===== src/rtl/jzjcoref_loader_pkg.sv =====
// jzjcoref_loader_pkg: loader FSM states and frame constants shared by the loader files
package jzjcoref_loader_pkg;
    typedef enum logic [2:0] {IDLE, COUNT_LO, COUNT_HI, DATA, CHECK, DONE, ERROR} loader_state_t;
    localparam logic [7:0] LOADER_MAGIC = 8'hA5;
    localparam int LOADER_WORD_BYTES = 4;
endpackage


===== src/rtl/jzjcoref_loader_word_assembler.sv =====
// jzjcoref_loader_word_assembler: packs little-endian bytes into words and keeps the running XOR checksum
module jzjcoref_loader_word_assembler
    import jzjcoref_loader_pkg::*;
(
    input  logic        clock,
    input  logic        reset,
    input  logic        clear,
    input  logic        shift_en,
    input  logic [7:0]  byte_data,
    output logic [31:0] word,
    output logic        word_ready,
    output logic [7:0]  checksum
);
    logic [23:0] partial;
    logic [1:0]  byte_idx;
    // the fourth byte completes the word combinationally so the top can register it on the same edge
    assign word = {byte_data, partial};
    assign word_ready = shift_en && byte_idx == 2'(LOADER_WORD_BYTES - 1);
    always_ff @(posedge clock or posedge reset) begin
        if (reset) begin
            partial  <= '0;
            byte_idx <= '0;
            checksum <= '0;
        end else if (clear) begin
            partial  <= '0;
            byte_idx <= '0;
            checksum <= '0;
        end else if (shift_en) begin
            partial  <= {byte_data, partial[23:8]};
            byte_idx <= byte_idx + 2'd1;
            checksum <= checksum ^ byte_data;
        end
    end
endmodule


===== src/rtl/jzjcoref_mem_loader.sv =====
// jzjcoref_mem_loader: streams a framed program image into core memory and holds the core in reset until it checks out
module jzjcoref_mem_loader
    import jzjcoref_loader_pkg::*;
#(
    parameter int         ADDR_WIDTH = 12,
    parameter logic [7:0] MAGIC      = LOADER_MAGIC
) (
    input  logic                  clock,
    input  logic                  reset,
    input  logic                  byte_valid,
    input  logic [7:0]            byte_data,
    output logic                  byte_ready,
    output logic                  mem_write_enable,
    output logic [ADDR_WIDTH-1:0] mem_address,
    output logic [31:0]           mem_write_data,
    output logic                  core_reset,
    output logic                  load_done,
    output logic                  load_error
);
    localparam logic [32:0] MAX_WORDS = 33'd1 << ADDR_WIDTH;
    loader_state_t         state, state_d;
    logic                  accept, clear, word_ready;
    logic [7:0]            count_lo, checksum;
    logic [15:0]           count, words_left;
    logic [ADDR_WIDTH-1:0] word_idx;
    logic [31:0]           word;
    assign byte_ready = !reset;
    assign accept = byte_valid && byte_ready;
    assign count = {byte_data, count_lo};
    assign clear = accept && byte_data == MAGIC && (state == IDLE || state == DONE || state == ERROR);
    jzjcoref_loader_word_assembler u_asm (
        .clock(clock),
        .reset(reset),
        .clear(clear),
        .shift_en(accept && state == DATA),
        .byte_data(byte_data),
        .word(word),
        .word_ready(word_ready),
        .checksum(checksum)
    );
    always_comb begin
        state_d = state;
        if (clear)
            state_d = COUNT_LO;
        else if (accept)
            case (state)
                COUNT_LO: state_d = COUNT_HI;
                COUNT_HI: state_d = count == 16'd0 ? CHECK : {17'd0, count} > MAX_WORDS ? ERROR : DATA;
                DATA:     state_d = word_ready && words_left == 16'd1 ? CHECK : DATA;
                CHECK:    state_d = byte_data == checksum ? DONE : ERROR;
                default:  state_d = state;
            endcase
    end
    always_ff @(posedge clock or posedge reset) begin
        if (reset) begin
            state            <= IDLE;
            count_lo         <= '0;
            words_left       <= '0;
            word_idx         <= '0;
            mem_write_enable <= 1'b0;
            mem_address      <= '0;
            mem_write_data   <= '0;
            core_reset       <= 1'b1;
            load_done        <= 1'b0;
            load_error       <= 1'b0;
        end else begin
            state            <= state_d;
            mem_write_enable <= word_ready;
            core_reset       <= state_d != DONE;
            load_done        <= state_d == DONE;
            load_error       <= state_d == ERROR;
            if (accept && state == COUNT_LO)
                count_lo <= byte_data;
            if (accept && state == COUNT_HI)
                words_left <= count;
            // count never exceeds MAX_WORDS here, so word_idx only wraps after the last write of a frame
            if (clear)
                word_idx <= '0;
            else if (word_ready) begin
                word_idx       <= word_idx + ADDR_WIDTH'(1);
                words_left     <= words_left - 16'd1;
                mem_address    <= word_idx;
                mem_write_data <= word;
            end
        end
    end
endmodule


===== config.mk =====
export PLATFORM = sky130hd
export DESIGN_NAME = jzjcoref_mem_loader
export DESIGN_NICKNAME = d
export VERILOG_FILES = /design/src/rtl/jzjcoref_loader_pkg.sv /design/src/rtl/jzjcoref_loader_word_assembler.sv /design/src/rtl/jzjcoref_mem_loader.sv
export SDC_FILE = /design/constraint.sdc
export NUM_CORES = 1
export LEC_CHECK = 0
export ABC_AREA = 1
export CAP_MARGIN = 20
export CORE_MARGIN = 3
export CORE_UTILIZATION = 41
export CTS_BUF_LIST = sky130_fd_sc_hd__clkbuf_8
export DETAILED_ROUTE_END_ITERATION = 8
export HOLD_SLACK_MARGIN = 0.02
export PLACE_DENSITY = 0.59
export SLEW_MARGIN = 25
export SYNTH_ARGS = -nofsm -noshare
export SYNTH_HDL_FRONTEND = slang
export SYNTH_SLANG_ARGS = --single-unit
export TNS_END_PERCENT = 100

===== constraint.sdc =====
create_clock -name clock -period 10.27 [get_ports clock]
set_clock_uncertainty 0.15 [all_clocks]
set_input_delay 2.054 -clock clock [delete_from_list [all_inputs] [get_ports clock]]
set_output_delay 2.054 -clock clock [all_outputs]
set_load 0.02 [all_outputs]

==> metrics.txt <==
# TYPE chip_impl_metric gauge
chip_impl_metric{name="total_number_of_placement_rows",unit=""} 42
chip_impl_info{name="cts_root_buffer",value="sky130_fd_sc_hd__clkbuf_8"} 1
chip_impl_metric{name="r2r.worst_path.cells",unit=""} 10
chip_impl_metric{name="first_iter_violations",unit=""} 311
chip_impl_metric{name="clock-sinks",unit=""} 121
chip_impl_metric{name="comb_power_share",unit="%"} 2.7
chip_impl_metric{name="setup_viol_count_final",unit=""} 0
chip_impl_metric{name="post_cts_repair_timing_setup_buffer_count",unit=""} 0
chip_impl_metric{name="number_of_ports_placed_on_the_die_boundary",unit=""} 60
chip_impl_metric{name="n_antenna_cell",unit=""} 0
chip_impl_metric{name="die_width",unit="um"} 124
chip_impl_metric{name="vias",unit=""} 4708
chip_impl_info{name="cts_tree",value="built"} 1
chip_impl_metric{name="yosysSeqAreaShare",unit="%"} 53.2
chip_impl_metric{name="placed_cells",unit=""} 924
chip_impl_metric{name="layout.filler_cells",unit=""} 1296
chip_impl_metric{name="globalRouteTotalUtil",unit="%"} 18.6
chip_impl_metric{name="ys_types",unit=""} 33
chip_impl_metric{name="syn-mean-instance-area",unit="um2"} 7.99
chip_impl_metric{name="placement.setup.worst_slack",unit="ns"} 3.95
chip_impl_metric{name="worst_case_register_to_register_setup_slack",unit="ns"} 7.17
chip_impl_metric{name="yosys_warnings",unit=""} 0
chip_impl_metric{name="antenna_found_initial",unit=""} 0
chip_impl_info{name="rr_startpoint",value="state[0]"} 1
chip_impl_metric{name="layout.cells.non_filler",unit=""} 956
chip_impl_metric{name="die-area",unit="mm2"} 0.0153
chip_impl_metric{name="internal_power",unit="uW"} 743
chip_impl_info{name="run_status",value="finished clean"} 1
chip_impl_metric{name="core_area",unit="mm2"} 0.0134
chip_impl_metric{name="worst_slew_pin_slew",unit="ns"} 0.932
chip_impl_metric{name="worst_skew_pair_latency",unit="ns"} 0.43
chip_impl_metric{name="synthesis.nets",unit=""} 727
chip_impl_metric{name="grt_first_pass_wirelength",unit="mm"} 22.3
chip_impl_metric{name="whs",unit="ns"} 0.328
chip_impl_metric{name="htree_num_levels",unit=""} 4
chip_impl_info{name="whs_endpoint",value="u_asm.partial[11]"} 1
chip_impl_info{name="min-delay-path-class",value="flip-flop to flip-flop"} 1
chip_impl_metric{name="finalMaxSlewViolations",unit=""} 0
chip_impl_metric{name="power.net_switching",unit="uW"} 209
chip_impl_metric{name="place_congestion",unit=""} 0.941
chip_impl_metric{name="place.detailed.hpwl",unit="mm"} 9.13
chip_impl_metric{name="routed_via_density",unit=""} 4.92
chip_impl_metric{name="drc",unit=""} 0
chip_impl_metric{name="p_sw_share",unit="%"} 21.9
chip_impl_metric{name="slew-limit-headroom",unit="%"} 37.7
chip_impl_info{name="setup.worst_path.class",value="primary input to flip-flop"} 1
chip_impl_metric{name="timing.fmax",unit="GHz"} 0.172
chip_impl_metric{name="postRouteAntennaNets",unit=""} 0
chip_impl_metric{name="combined_area_of_the_multi_input_logic_cells",unit="mm2"} 0.00211
chip_impl_metric{name="static-leakage-power",unit="nW"} 3.32
chip_impl_metric{name="synth_edf_count",unit=""} 0
chip_impl_info{name="timing.rr.end",value="word_idx[7]"} 1
chip_impl_metric{name="drv_cap",unit=""} 0
chip_impl_metric{name="worst_hold_path.num_cells",unit=""} 2
chip_impl_metric{name="wl",unit="mm"} 13.0
chip_impl_metric{name="port_buffers",unit=""} 59
chip_impl_metric{name="area_grow_syn2layout",unit="%"} 19.9
chip_impl_info{name="critical_hold_path_startpoint",value="u_asm.partial[19]"} 1
chip_impl_metric{name="post-layout-total-power",unit="uW"} 952
chip_impl_metric{name="die_height",unit="um"} 124
chip_impl_metric{name="asyncSetResetFlopFracSynth",unit="%"} 100
chip_impl_metric{name="syn_area",unit="mm2"} 0.00569
chip_impl_metric{name="power_density",unit="mW/mm2"} 140
chip_impl_metric{name="clk_pin_slew_worst_paths",unit="ns"} 0.07
chip_impl_metric{name="grt_overflow_total",unit=""} 0
chip_impl_metric{name="setup_ws",unit="ns"} 4.47
chip_impl_metric{name="initial_utilization",unit="%"} 42.5
chip_impl_metric{name="worstPathArrival",unit="ns"} 5.97
chip_impl_metric{name="finalCriticalPeriod",unit="ns"} 5.80
chip_impl_metric{name="fin_tns_setup",unit="ns"} 0
chip_impl_metric{name="nets",unit=""} 782
chip_impl_metric{name="area.sequential",unit="mm2"} 0.00303
chip_impl_metric{name="routedWlPerCell",unit="um"} 13.6
chip_impl_metric{name="seq_power_share",unit="%"} 50.1
chip_impl_metric{name="layout-drive-gt1-share",unit="%"} 5.77
chip_impl_metric{name="count_of_cells_resized_by_post_cts_repair",unit=""} 0
chip_impl_info{name="timing.critical_path.to_type",value="flip-flop"} 1
chip_impl_metric{name="critPathMaxFanout",unit=""} 89
chip_impl_metric{name="netlist_instances",unit=""} 712
chip_impl_metric{name="peakVddDrop",unit="uV"} 91.4
chip_impl_metric{name="numCtsBuffers",unit=""} 17
chip_impl_metric{name="hold_viol_final",unit=""} 0
chip_impl_metric{name="first_global_vias",unit=""} 4655
chip_impl_metric{name="critPathRequiredTime",unit="ns"} 10.43
chip_impl_metric{name="cts-hold-fix-buffers",unit=""} 0
chip_impl_metric{name="drt_first_pass_iters",unit=""} 5
chip_impl_metric{name="cts_max_path_buffers",unit=""} 2
chip_impl_metric{name="postSynthRegisterBits",unit=""} 121
chip_impl_info{name="setup.worst_path.start_class",value="primary input"} 1
chip_impl_metric{name="pin_count_of_the_biggest_net_entering_global_routing",unit=""} 90
chip_impl_metric{name="share_clk_of_total_power",unit="%"} 47.2
chip_impl_info{name="unrepaired_setup_endpoints_after_global_routing",value="no"} 1
chip_impl_info{name="synth-main-ff-cell",value="sky130_fd_sc_hd__dfrtp_1"} 1
chip_impl_metric{name="period_share",unit="%"} 56.5
-- cell usage after synthesis (7+ instances only) --
master                     instances  area, um2
sky130_fd_sc_hd__nand2_1         173        649
sky130_fd_sc_hd__nand4_1           7       43.8
sky130_fd_sc_hd__nor2_1           74        278
sky130_fd_sc_hd__dfrtp_1         120       3000
sky130_fd_sc_hd__inv_1           109        409
sky130_fd_sc_hd__buf_2             9       45.0
sky130_fd_sc_hd__nand3_1          24        120
sky130_fd_sc_hd__nor3_1            8       40.0
sky130_fd_sc_hd__a31oi_1           8       50.1
sky130_fd_sc_hd__clkbuf_1          8       30.0
sky130_fd_sc_hd__xor2_1           13        114
sky130_fd_sc_hd__a21oi_1          35        175
sky130_fd_sc_hd__o21ai_0          48        240
sky130_fd_sc_hd__o21ai_1          38        190
-- how the worst max path moves through the flow --
stage	start	endpoint	slack [ns]
after floorplan	reset	byte_ready	3.40
after global placement	reset	word_idx[7]	4.07
after detailed placement	reset	word_idx[7]	3.95
after CTS	reset	word_idx[7]	4.43
after global routing	reset	word_idx[7]	3.99
final	reset	word_idx[7]	4.47
-- per-stage QoR --
step | area (um2) | utilization, %
6_report | 6820 | 50.9
5_1_grt | 6820 | 50.9
4_1_cts | 6820 | 50.9
3_5_place_dp | 6400 | 47.7
3_3_place_gp | 6400 | 47.7
2_1_floorplan | 5690 | -
-- layout by cell type, fill, tap and decap left out, types with 3 or more instances in the layout --
cell type	synthesis	layout
sky130_fd_sc_hd__a31oi_1	8	8
sky130_fd_sc_hd__nor2_1	74	74
sky130_fd_sc_hd__buf_4	1	3
sky130_fd_sc_hd__xor2_1	13	13
sky130_fd_sc_hd__o21ai_0	48	48
sky130_fd_sc_hd__inv_2	4	4
sky130_fd_sc_hd__nand2_1	173	172
sky130_fd_sc_hd__ha_1	4	4
sky130_fd_sc_hd__a21oi_1	35	35
sky130_fd_sc_hd__o21ai_1	38	38
sky130_fd_sc_hd__nor4_1	4	4
sky130_fd_sc_hd__dfrtp_1	120	120
sky130_fd_sc_hd__clkinv_2	0	3
sky130_fd_sc_hd__clkdlybuf4s50_1	0	59
sky130_fd_sc_hd__nand4_1	7	7
sky130_fd_sc_hd__bufinv_16	0	4
sky130_fd_sc_hd__inv_1	109	111
sky130_fd_sc_hd__nor3_1	8	8
sky130_fd_sc_hd__clkinvlp_4	0	3
sky130_fd_sc_hd__clkbuf_8	0	17
sky130_fd_sc_hd__nand3_1	24	24
-- layer usage --
metal  vias up  GRT usage, %  part of all wire (%)
li1       2354             -                     -
met1      2232          25.3                    47
met2       107          29.2                    47
met3        15          5.04                   5.2
met4         0          6.02                   1.4
met5         -             0                     0
-- layout make-up --
cell class,instances,area share [%]
flip-flops and latches,121,44.4
multi-input cells,452,30.9
repair buffers,62,8.99
inverters,113,6.26
clock buffers,17,3.43
well taps,176,3.23
clock inverters,15,2.73
-- worst max-delay path, cell delays in order --
cell	delay (ns)
sky130_fd_sc_hd__clkdlybuf4s50_1	0.44
sky130_fd_sc_hd__inv_4	0.36
sky130_fd_sc_hd__buf_4	0.53
sky130_fd_sc_hd__nand2_1	0.20
sky130_fd_sc_hd__inv_2	0.16
sky130_fd_sc_hd__nand2_2	0.26
sky130_fd_sc_hd__nor2_4	0.62
sky130_fd_sc_hd__inv_2	0.25
sky130_fd_sc_hd__buf_4	0.42
sky130_fd_sc_hd__nor2_1	0.25
sky130_fd_sc_hd__nand3_1	0.13
sky130_fd_sc_hd__o21ai_1	0.13
sky130_fd_sc_hd__a21oi_1	0.05
-- registers in the layout, summed over array words and instances (netlist names) --
| register | count |
|---|---|
| mem_write_data | 32 |
| u_asm.partial | 24 |
| words_left | 16 |
| mem_address | 12 |
| word_idx | 12 |
| count_lo | 8 |
| u_asm.checksum | 8 |
| state | 3 |
| u_asm.byte_idx | 2 |
| core_reset | 1 |
| load_done | 1 |
| load_error | 1 |
| mem_write_enable | 1 |
-- power groups by stage --
| stage | registers [mW] | logic [mW] | clock network, mW |
|---|---|---|---|
| after detailed placement | 0.485 | 0.0267 | 0 |
| after global routing | 0.476 | 0.0290 | 0.484 |
| after CTS | 0.476 | 0.0267 | 0.461 |
| after floorplan | 0.486 | 0.0127 | 0 |
| final | 0.476 | 0.0258 | 0.450 |
| after global placement | 0.485 | 0.0262 | 0 |
-- cell families after synthesis --
family / share of synthesized area (%)
xor+xnor: 2.16
buf+inv: 9.70
mux: 0.352
compound gates: 12.5
fa+ha+maj: 0.880
simple gates: 21.2
flops: 53.2
(Power assumes the default switching activity.)
